`src/rtl/snow_fb_sched_pkg.sv`:
```
// Shared types and default sizes for the snow framebuffer scheduler.
package snow_pkg;

    localparam int LAYERS_DEF = 3;
    localparam int ADDRW_DEF  = 16;

    typedef enum logic {S_IDLE, S_SWEEP} sched_state_t;

    typedef logic [LAYERS_DEF-1:0] layer_mask_t;

endpackage

```
`src/rtl/snow_fb_sched_if.sv`:
```
// Display/LFSR/RAM-facing signal bundle of snow_fb_sched.
// Optional statistics outputs appear when SNOW_FB_SCHED_STATS_EN is defined.
interface snow_fb_sched_if
    import snow_pkg::*;
#(
    parameter int ADDRW  = ADDRW_DEF,
    parameter int LAYERS = LAYERS_DEF
);
    logic              frame_start;
    logic              disp_req;
    logic [ADDRW-1:0]  disp_addr;
    logic [LAYERS-1:0] snow_bit;
    logic [LAYERS-1:0] lfsr_step;
    logic [ADDRW-1:0]  mem_addr;
    logic              mem_we;
    logic [LAYERS-1:0] mem_wmask;
    logic [LAYERS-1:0] mem_wdata;
    logic              busy;
    logic              overrun;
`ifdef SNOW_FB_SCHED_STATS_EN
    logic [15:0]       stall_cnt;
    logic [15:0]       sweeps_done;

    modport master (
        output frame_start, disp_req, disp_addr, snow_bit,
        input  lfsr_step, mem_addr, mem_we, mem_wmask, mem_wdata, busy, overrun,
        input  stall_cnt, sweeps_done
    );
    modport slave (
        input  frame_start, disp_req, disp_addr, snow_bit,
        output lfsr_step, mem_addr, mem_we, mem_wmask, mem_wdata, busy, overrun,
        output stall_cnt, sweeps_done
    );
`else
    modport master (
        output frame_start, disp_req, disp_addr, snow_bit,
        input  lfsr_step, mem_addr, mem_we, mem_wmask, mem_wdata, busy, overrun
    );
    modport slave (
        input  frame_start, disp_req, disp_addr, snow_bit,
        output lfsr_step, mem_addr, mem_we, mem_wmask, mem_wdata, busy, overrun
    );
`endif
endinterface

```
`src/rtl/snow_fb_sched_frame_div.sv`:
```
// Frame counter and due-layer generator: layer L is due on frames where
// counter bit L rises, i.e. every 2**(L+1) frames.
module snow_frame_div
    import snow_pkg::*;
#(
    parameter int LAYERS = LAYERS_DEF
) (
    input  logic              clk_pix,
    input  logic              rst_pix,
    input  logic              frame_start,
    output logic [LAYERS-1:0] due
);

    logic [LAYERS-1:0] fcnt_q;
    logic [LAYERS-1:0] fcnt_d;

    assign fcnt_d = fcnt_q + LAYERS'(1);
    assign due    = frame_start ? (fcnt_d & ~fcnt_q) : '0;

    always_ff @(posedge clk_pix) begin
        if (rst_pix) begin
            fcnt_q <= '0;
        end else if (frame_start) begin
            fcnt_q <= fcnt_d;
        end
    end

endmodule

```
`src/rtl/snow_fb_sched.sv`:
```
// Shares the snow framebuffer port between display scan-out and the per-layer
// refresh sweep. Optional counters enabled by SNOW_FB_SCHED_STATS_EN.
module snow_fb_sched
    import snow_pkg::*;
#(
    parameter int ADDRW  = ADDRW_DEF,
    parameter int LAYERS = LAYERS_DEF
) (
    input  logic           clk_pix,
    input  logic           rst_pix,
    snow_fb_sched_if.slave bus
);

    localparam logic [ADDRW-1:0] ADDR_LAST = {ADDRW{1'b1}};

    sched_state_t      state_q, state_d;
    logic [ADDRW-1:0]  addr_q, addr_d;
    logic [LAYERS-1:0] cur_mask_q, cur_mask_d;
    logic [LAYERS-1:0] pend_mask_q, pend_mask_d;
    logic [LAYERS-1:0] due;
    logic [LAYERS-1:0] pend_acc;
    logic              grant;
    logic              last_grant;

    snow_frame_div #(.LAYERS(LAYERS)) u_frame_div (
        .clk_pix     (clk_pix),
        .rst_pix     (rst_pix),
        .frame_start (bus.frame_start),
        .due         (due)
    );

    // Display owns the port whenever it asks; the sweep only writes in the gaps.
    assign grant      = (state_q == S_SWEEP) && !bus.disp_req && !rst_pix;
    assign last_grant = grant && (addr_q == ADDR_LAST);
    assign pend_acc   = pend_mask_q | due;

    always_comb begin
        state_d     = state_q;
        addr_d      = addr_q;
        cur_mask_d  = cur_mask_q;
        pend_mask_d = pend_mask_q;
        case (state_q)
            S_IDLE: begin
                if (bus.frame_start && (due != '0)) begin
                    state_d    = S_SWEEP;
                    cur_mask_d = due;
                    addr_d     = '0;
                end
            end
            S_SWEEP: begin
                pend_mask_d = pend_acc;
                if (last_grant) begin
                    addr_d = '0;
                    if (pend_acc == '0) begin
                        state_d    = S_IDLE;
                        cur_mask_d = '0;
                    end else begin
                        cur_mask_d  = pend_acc;
                        pend_mask_d = '0;
                    end
                end else if (grant) begin
                    addr_d = addr_q + ADDRW'(1);
                end
            end
        endcase
    end

    always_ff @(posedge clk_pix) begin
        if (rst_pix) begin
            state_q     <= S_IDLE;
            addr_q      <= '0;
            cur_mask_q  <= '0;
            pend_mask_q <= '0;
        end else begin
            state_q     <= state_d;
            addr_q      <= addr_d;
            cur_mask_q  <= cur_mask_d;
            pend_mask_q <= pend_mask_d;
        end
    end

    assign bus.busy      = (state_q == S_SWEEP);
    assign bus.overrun   = bus.frame_start && (state_q == S_SWEEP) && !rst_pix;
    assign bus.mem_we    = grant;
    assign bus.mem_wmask = grant ? cur_mask_q : '0;
    assign bus.mem_wdata = grant ? (bus.snow_bit & cur_mask_q) : '0;
    assign bus.lfsr_step = grant ? cur_mask_q : '0;
    assign bus.mem_addr  = bus.disp_req ? bus.disp_addr : (grant ? addr_q : '0);

`ifdef SNOW_FB_SCHED_STATS_EN
    logic [15:0] stall_cnt_q;
    logic [15:0] sweeps_done_q;
    logic        sweep_start;

    function automatic logic [15:0] sat_inc16(input logic [15:0] v);
        return (v == 16'hFFFF) ? v : v + 16'd1;
    endfunction

    // A restart after the last grant counts as a new sweep start.
    assign sweep_start = ((state_q == S_IDLE) && bus.frame_start && (due != '0))
                       || (last_grant && (pend_acc != '0));

    always_ff @(posedge clk_pix) begin
        if (rst_pix) begin
            stall_cnt_q   <= '0;
            sweeps_done_q <= '0;
        end else begin
            if (sweep_start) begin
                stall_cnt_q <= '0;
            end else if ((state_q == S_SWEEP) && bus.disp_req) begin
                stall_cnt_q <= sat_inc16(stall_cnt_q);
            end
            if (last_grant) begin
                sweeps_done_q <= sweeps_done_q + 16'd1;
            end
        end
    end

    assign bus.stall_cnt   = stall_cnt_q;
    assign bus.sweeps_done = sweeps_done_q;
`endif

endmodule
```
`src/flat_wrapper.sv`:
```
// flat-port wrapper written by rule: the top's interface ports become plain ports
module snow_fb_sched_flat import snow_pkg::*;
#(
    parameter int ADDRW  = ADDRW_DEF,
    parameter int LAYERS = LAYERS_DEF
)
  (clk_pix, rst_pix, bus_frame_start, bus_disp_req, bus_disp_addr, bus_snow_bit, bus_lfsr_step, bus_mem_addr, bus_mem_we, bus_mem_wmask, bus_mem_wdata, bus_busy, bus_overrun);
  snow_fb_sched_if #(.ADDRW(ADDRW), .LAYERS(LAYERS)) bus_i ();
  input  logic clk_pix;
  input  logic rst_pix;
  input wire logic [$bits(bus_i.frame_start)-1:0] bus_frame_start;
  input wire logic [$bits(bus_i.disp_req)-1:0] bus_disp_req;
  input wire logic [$bits(bus_i.disp_addr)-1:0] bus_disp_addr;
  input wire logic [$bits(bus_i.snow_bit)-1:0] bus_snow_bit;
  output wire logic [$bits(bus_i.lfsr_step)-1:0] bus_lfsr_step;
  output wire logic [$bits(bus_i.mem_addr)-1:0] bus_mem_addr;
  output wire logic [$bits(bus_i.mem_we)-1:0] bus_mem_we;
  output wire logic [$bits(bus_i.mem_wmask)-1:0] bus_mem_wmask;
  output wire logic [$bits(bus_i.mem_wdata)-1:0] bus_mem_wdata;
  output wire logic [$bits(bus_i.busy)-1:0] bus_busy;
  output wire logic [$bits(bus_i.overrun)-1:0] bus_overrun;
  assign bus_i.frame_start = bus_frame_start;
  assign bus_i.disp_req = bus_disp_req;
  assign bus_i.disp_addr = bus_disp_addr;
  assign bus_i.snow_bit = bus_snow_bit;
  assign bus_lfsr_step = bus_i.lfsr_step;
  assign bus_mem_addr = bus_i.mem_addr;
  assign bus_mem_we = bus_i.mem_we;
  assign bus_mem_wmask = bus_i.mem_wmask;
  assign bus_mem_wdata = bus_i.mem_wdata;
  assign bus_busy = bus_i.busy;
  assign bus_overrun = bus_i.overrun;
  snow_fb_sched #(.ADDRW(ADDRW), .LAYERS(LAYERS)) u_core (.clk_pix(clk_pix), .rst_pix(rst_pix), .bus(bus_i));
endmodule
```
`config.mk`:
```
export PLATFORM = sky130hd
export DESIGN_NAME = snow_fb_sched_flat
export DESIGN_NICKNAME = d
export VERILOG_FILES = /design/src/rtl/snow_fb_sched_pkg.sv /design/src/rtl/snow_fb_sched_if.sv /design/src/rtl/snow_fb_sched_frame_div.sv /design/src/rtl/snow_fb_sched.sv /design/src/flat_wrapper.sv
export SDC_FILE = /design/constraint.sdc
export NUM_CORES = 1
export LEC_CHECK = 0
export ABC_AREA = 1
export BUFFER_PORTS_ARGS = -buffer_cell sky130_fd_sc_hd__clkbuf_2
export CELL_PAD_IN_SITES_DETAIL_PLACEMENT = 1
export CELL_PAD_IN_SITES_GLOBAL_PLACEMENT = 1
export CORE_ASPECT_RATIO = 0.75
export CORE_UTILIZATION = 38
export DETAILED_ROUTE_END_ITERATION = 10
export PLACE_DENSITY = 0.87
export SLEW_MARGIN = 30
export SYNTH_ARGS = -nofsm -noshare
export SYNTH_HDL_FRONTEND = slang
export SYNTH_SLANG_ARGS = --single-unit
export TNS_END_PERCENT = 20
```
`constraint.sdc`:
```
create_clock -name clk_pix -period 2.53 [get_ports clk_pix]
set_input_delay 0.1265 -clock clk_pix [delete_from_list [all_inputs] [get_ports clk_pix]]
set_output_delay 0.1265 -clock clk_pix [all_outputs]
set_load 0.1 [all_outputs]
```
### Yosys cells after proc, flatten, opt, wreduce, memory -nomap -nowiden

Cells that the tools add are included.

* register bits after elaboration: 26
* input port bits: 23
* output and inout port bits: 28
* logic and storage cells: 47

* add/subtract/negate cells: 2
* eq/ne operators: 4
* muxes and demuxes: 19
* bitwise gates (word level): 5
* reductions and logical operators: 12

Operator list (number)
* $mux W16: 5
* $pmux W16 S2: 1
* $mux W3: 8
* $add A16 B1 Y16 const B: 1
* $eq A16 B16 Y1 const B: 1
* $and A3 B3 Y3: 2
* $logic_and A1 B1 Y1: 6
* $pmux W3 S2: 1
* $reduce_and A2 Y1: 2
* $add A3 B1 Y3 const B: 1
* $logic_not A3 Y1: 1
* $mux W1: 3
* $ne A3 B3 Y1 const B: 1
* $not A3 Y3: 1
* $or A3 B3 Y3: 1
* $reduce_bool A3 Y1: 1
* $logic_not A1 Y1: 2
* $ne A2 B1 Y1 const B: 1
* $ne A2 B2 Y1 const B: 1
* $pmux W1 S2: 1
* $not A1 Y1: 1

### Depth between registers and ports, before layout

* word-level depth: 8
* mapped depth: 11

### By module

A second synthesis with hierarchy kept.

* cells, all modules: 267
* area, all modules: 1645.3 um^2

By module, submodules not included
* snow_fb_sched: times used 1, cells each 242, area an instance 1468.9 um^2, seq. area each 460.4 um^2
* snow_frame_div: times used 1, cells each 25, area an instance 176.4 um^2, seq. area each 60.1 um^2

### Worst setup path before layout

OpenSTA, ideal clock, no wires.

* path type: register to output
* from: register u_core.state_q, in the netlist u_core.bus.busy
* to: output bus_mem_addr[10]
* arrival: 4113 ps
* required time: 2404 ps
* setup slack: -1709 ps
* stages on the path, launching flop included: 7
* path buffers: 2
* cell sequence: dfxtp_1 buf_4 nand2_4 nor2_8 inv_4 buf_2 o21ai_0

* cells in the longest elaborated chain, start to end: 4

Ends and longest elaborated chain
* from (decl): RTL line snow_fb_sched.sv:16 `sched_state_t state_q, state_d;`
* from (signal assigned): RTL line snow_fb_sched.sv:75 `state_q <= state_d;`
* $logic_and A1 B1 Y1 (2 in a row): RTL line snow_fb_sched.sv:33 `assign grant = (state_q == S_SWEEP) && !bus.disp_req && !rst_pix;`
* named net bus_mem_we: RTL line flat_wrapper.sv:17 `output wire logic [$bits(bus_i.mem_we)-1:0] bus_mem_we;`
* $mux W16 (2 in a row): RTL line snow_fb_sched.sv:88 `assign bus.mem_addr = bus.disp_req ? bus.disp_addr : (grant ? addr_q : '0);`
* to (decl): RTL line flat_wrapper.sv:16 `output wire logic [$bits(bus_i.mem_addr)-1:0] bus_mem_addr;`

The timed path passes the listed nets, and every way through them passes these cells.

### Worst setup path after layout

* from: register u_core.state_q, in the netlist u_core.bus.busy
* to: output bus_mem_addr[10]

* cells in the longest elaborated chain, start to end: 4

Ends and longest elaborated chain (RTL line)
* $logic_and A1 B1 Y1 (2 in a row): snow_fb_sched.sv:33
* $mux W16 (2 in a row): snow_fb_sched.sv:88

Every way passes these cells.

==> results.py <==
metrics = {
    "clock_network": {
        "clockRootBuffer": "clkbuf_8",
        "cts.htree.levels": 1,
        "clk_latency_ns": 0.27,
        "clk_pin_slew_worst_paths_ns": 0.09,
        "cts_max_path_buffers": 2,
        "cts_resized": 0,
        "cts_made_buffers": 3,
        "cts_hold_buf": 0,
        "cts_sinks": 26,
        "post-cts-setup-buffers": 0,
        "cts_tree": "built",
    },
    "worst_setup_path": {
        "critPathTopFamily": "buffers and inverters",
        "slowest_delay_ns": 0.46,
        "crit_fanout": 19,
        "cp_slowest_cell": "clkbuf_2",
        "endpoint_kind": "primary output",
        "worstSetupPathType": "flop to primary output",
        "cp_cell_sequence": "nand2_4 > nor2_8 > inv_4 > o21ai_2 > clkbuf_2",
        "critPathRequiredTime_ns": 2.40,
        "crit_arrival_ns": 1.84,
        "setup.worst_path.start_class": "flop",
        "cp_num_buf_inv": 2,
    },
    "synthesis": {
        "synth_largest_area_cell": "dfxtp_1",
        "synth_seq_cells": 26,
        "ys_seq_area_share_pct": 30.8,
        "synth_fp_nets": 287,
        "synth_top_area_share_pct": 30.8,
        "ys_warn_count": 0,
        "avgSynthCellArea_sq_um": 6.50,
        "ys_top_cells_by_area": "dfxtp_1 31%, nand2_1 15%, nor2_1 6.7%",
        "synthDistinctLibCells": 30,
        "synthCells": 260,
        "syn_area_sq_um": 1690,
    },
    "routing": {
        "vias_per_cell": 5.13,
        "routed_wirelength_um": 5000,
        "dr.pass1.iters": 4,
        "drcViolationCount": 0,
        "routedWlPerCell_um": 13.9,
        "vias": 1841,
        "drt_iter0_markers": 61,
        "ant_nets": 0,
    },
    "die": {
        "start_util_pct": 40.7,
        "die_area_sq_um": 4720,
        "die_x_um": 79.0,
        "row_count": 20,
        "io_pins": 51,
        "chipHeight_um": 59.7,
        "core_sq_um": 4150,
    },
    "timing": {
        "final-hold-violation-count": 0,
        "slew_viol_final": 0,
        "worst_pin_slew_ns": 0.582,
        "fin_crit_ns": 1.97,
        "period_share_pct": 77.7,
        "fmax_mhz": 509,
        "fin_ws_ns": 0.564,
        "skew_ns": 0.00438,
        "max_slew_margin_pct": 61.2,
        "rsz0062_at_grt": "no",
        "finalSetupViolCount": 0,
    },
    "placement": {
        "pre_cts_ws_ns": 0.686,
        "portBuffers": 50,
        "hpwl_um": 4010,
        "place_congestion": 0.815,
    },
    "global_route": {
        "grt_max_degree": 20,
        "grt-ovfl-total": 0,
        "grt_first_pass_wirelength_um": 8240,
        "grt_usage_pct": 22.8,
        "antenna_found_initial": 0,
        "grt_pass1_vias": 1715,
    },
    "layout": {
        "multi_input_area_sq_um": 1050,
        "antenna_cells": 0,
        "final_nets": 332,
        "syn_to_final_growth_pct": 23.0,
        "drive_gt1_share_pct": 31.3,
        "seqCellArea_sq_um": 524,
        "fillers": 597,
        "layout_commonest_cell": "nand2_1",
        "final_cell_mix": "69 x nand2_1, 50 x clkbuf_2, 28 x inv_1",
    },
    "run_status": {
        "status": "completed",
    },
    "power_and_ir_drop": {
        "p_per_area_nw_per_um2": 494,
        "max-vdd-ir-drop_mv": 0.343,
        "power.leakage_nw": 0.899,
        "fin_total_pwr_w": 0.00103,
    },
    "flow_run": {
        "drv_cap": 0,
    },
    "hold_path": {
        "min_path_type": "input port to flop",
    },
}
[cells by family (layout without fill, tap and decap cells)]
group | Yosys count | in the layout | synth area share, %
adder cells (fa/ha/maj) | 4 | 4 | 2.96
buffers and inverters | 42 | 86 | 11.0
AND/OR/NAND/NOR | 139 | 139 | 39.0
XOR/XNOR | 3 | 3 | 1.56
AO/OA/AOI/OAI | 46 | 46 | 14.7
flip-flops | 26 | 26 | 30.8
[final timing paths]
check                                     from                      endpoint  slack, ns  cells after the start
hold / removal                 bus_frame_start  u_core.u_frame_div.fcnt_q[1]       0.18                      2
setup / recovery               u_core.bus.busy              bus_mem_addr[10]       0.56                      5
setup reg to reg  u_core.u_frame_div.fcnt_q[0]              u_core.addr_q[0]       0.69                      7
hold reg to reg              u_core.addr_q[14]             u_core.addr_q[14]       0.51                      2
[worst register-to-register path: cells and delay by family, from the launching register on]
family / cells / cell delay, ns
and+or+nand+nor: 3 / 0.36
adders and majority gates: 2 / 0.41
AOI/OAI and AO/OA: 2 / 0.67
DFF: 1 / 0.35
[state kept, by name (all words and copies together), names as in the netlist]
signal / count
u_core.cur_mask_q: 3
u_core.bus.busy: 1
u_core.pend_mask_q: 3
u_core.addr_q: 16
u_core.u_frame_div.fcnt_q: 3
[metal layers]
layer | wire length [um] | vias up | GRT usage (%)
met5 | 0 | - | 0
met4 | 18 | 0 | 2.34
met3 | 196 | 2 | 3.21
met2 | 2170 | 49 | 38.4
met1 | 2610 | 865 | 32.0
li1 | - | 925 | -
[through the flow]
stage / hold WS [ns] / util [%] / TNS (ns) / cell area [sq um] / std cells
detailed placement: 0.472 / 48.7 / 0 / 2020 / 355
global placement: 0.460 / 48.7 / 0 / 2020 / 355
CTS: 0.182 / 50.0 / 0 / 2080 / 359
floorplan: 0.205 / - / -0.648 / 1790 / 260
finish: 0.183 / 50.0 / 0 / 2080 / 359
global route: 0.190 / 50.0 / 0 / 2080 / 359
[cell usage after synthesis]
cell type   n
a21oi_2     1
nor2_2      3
buf_2       3
or2_2       1
o22ai_1     1
nand2_4     3
inv_2       2
nor2_8      1
o21a_1      1
a22o_1      2
nand3_2     3
buf_4       5
nand3_1    14
a21oi_1    17
nor3_2      1
inv_1      28
o21ai_0    22
dfxtp_1    26
nor2_4      2
a31oi_1     1
nand4_1     7
o21bai_1    1
clkbuf_1    2
nor2_1     30
nor4_1      1
nand2_2     4
nand2_1    69
inv_4       2
ha_1        4
xor2_1      3
[area by class of cell]
cell class                 count  area share (%)
inverter                      32            6.02
sequential                    26            25.2
tap                           55            3.31
timing repair buffer          50            12.0
clock buffer                   4            2.65
multi-input combinational    192            50.8
[power breakdown]
part	internal, W	leakage, nW	switching [W]
combinational	0.0000640	0.658	0.000255
clock	0.000139	0.0288	0.000129
sequential	0.000424	0.212	0.0000156
total	0.000627	0.899	0.000400
Power figures use the tool's default switching activity.
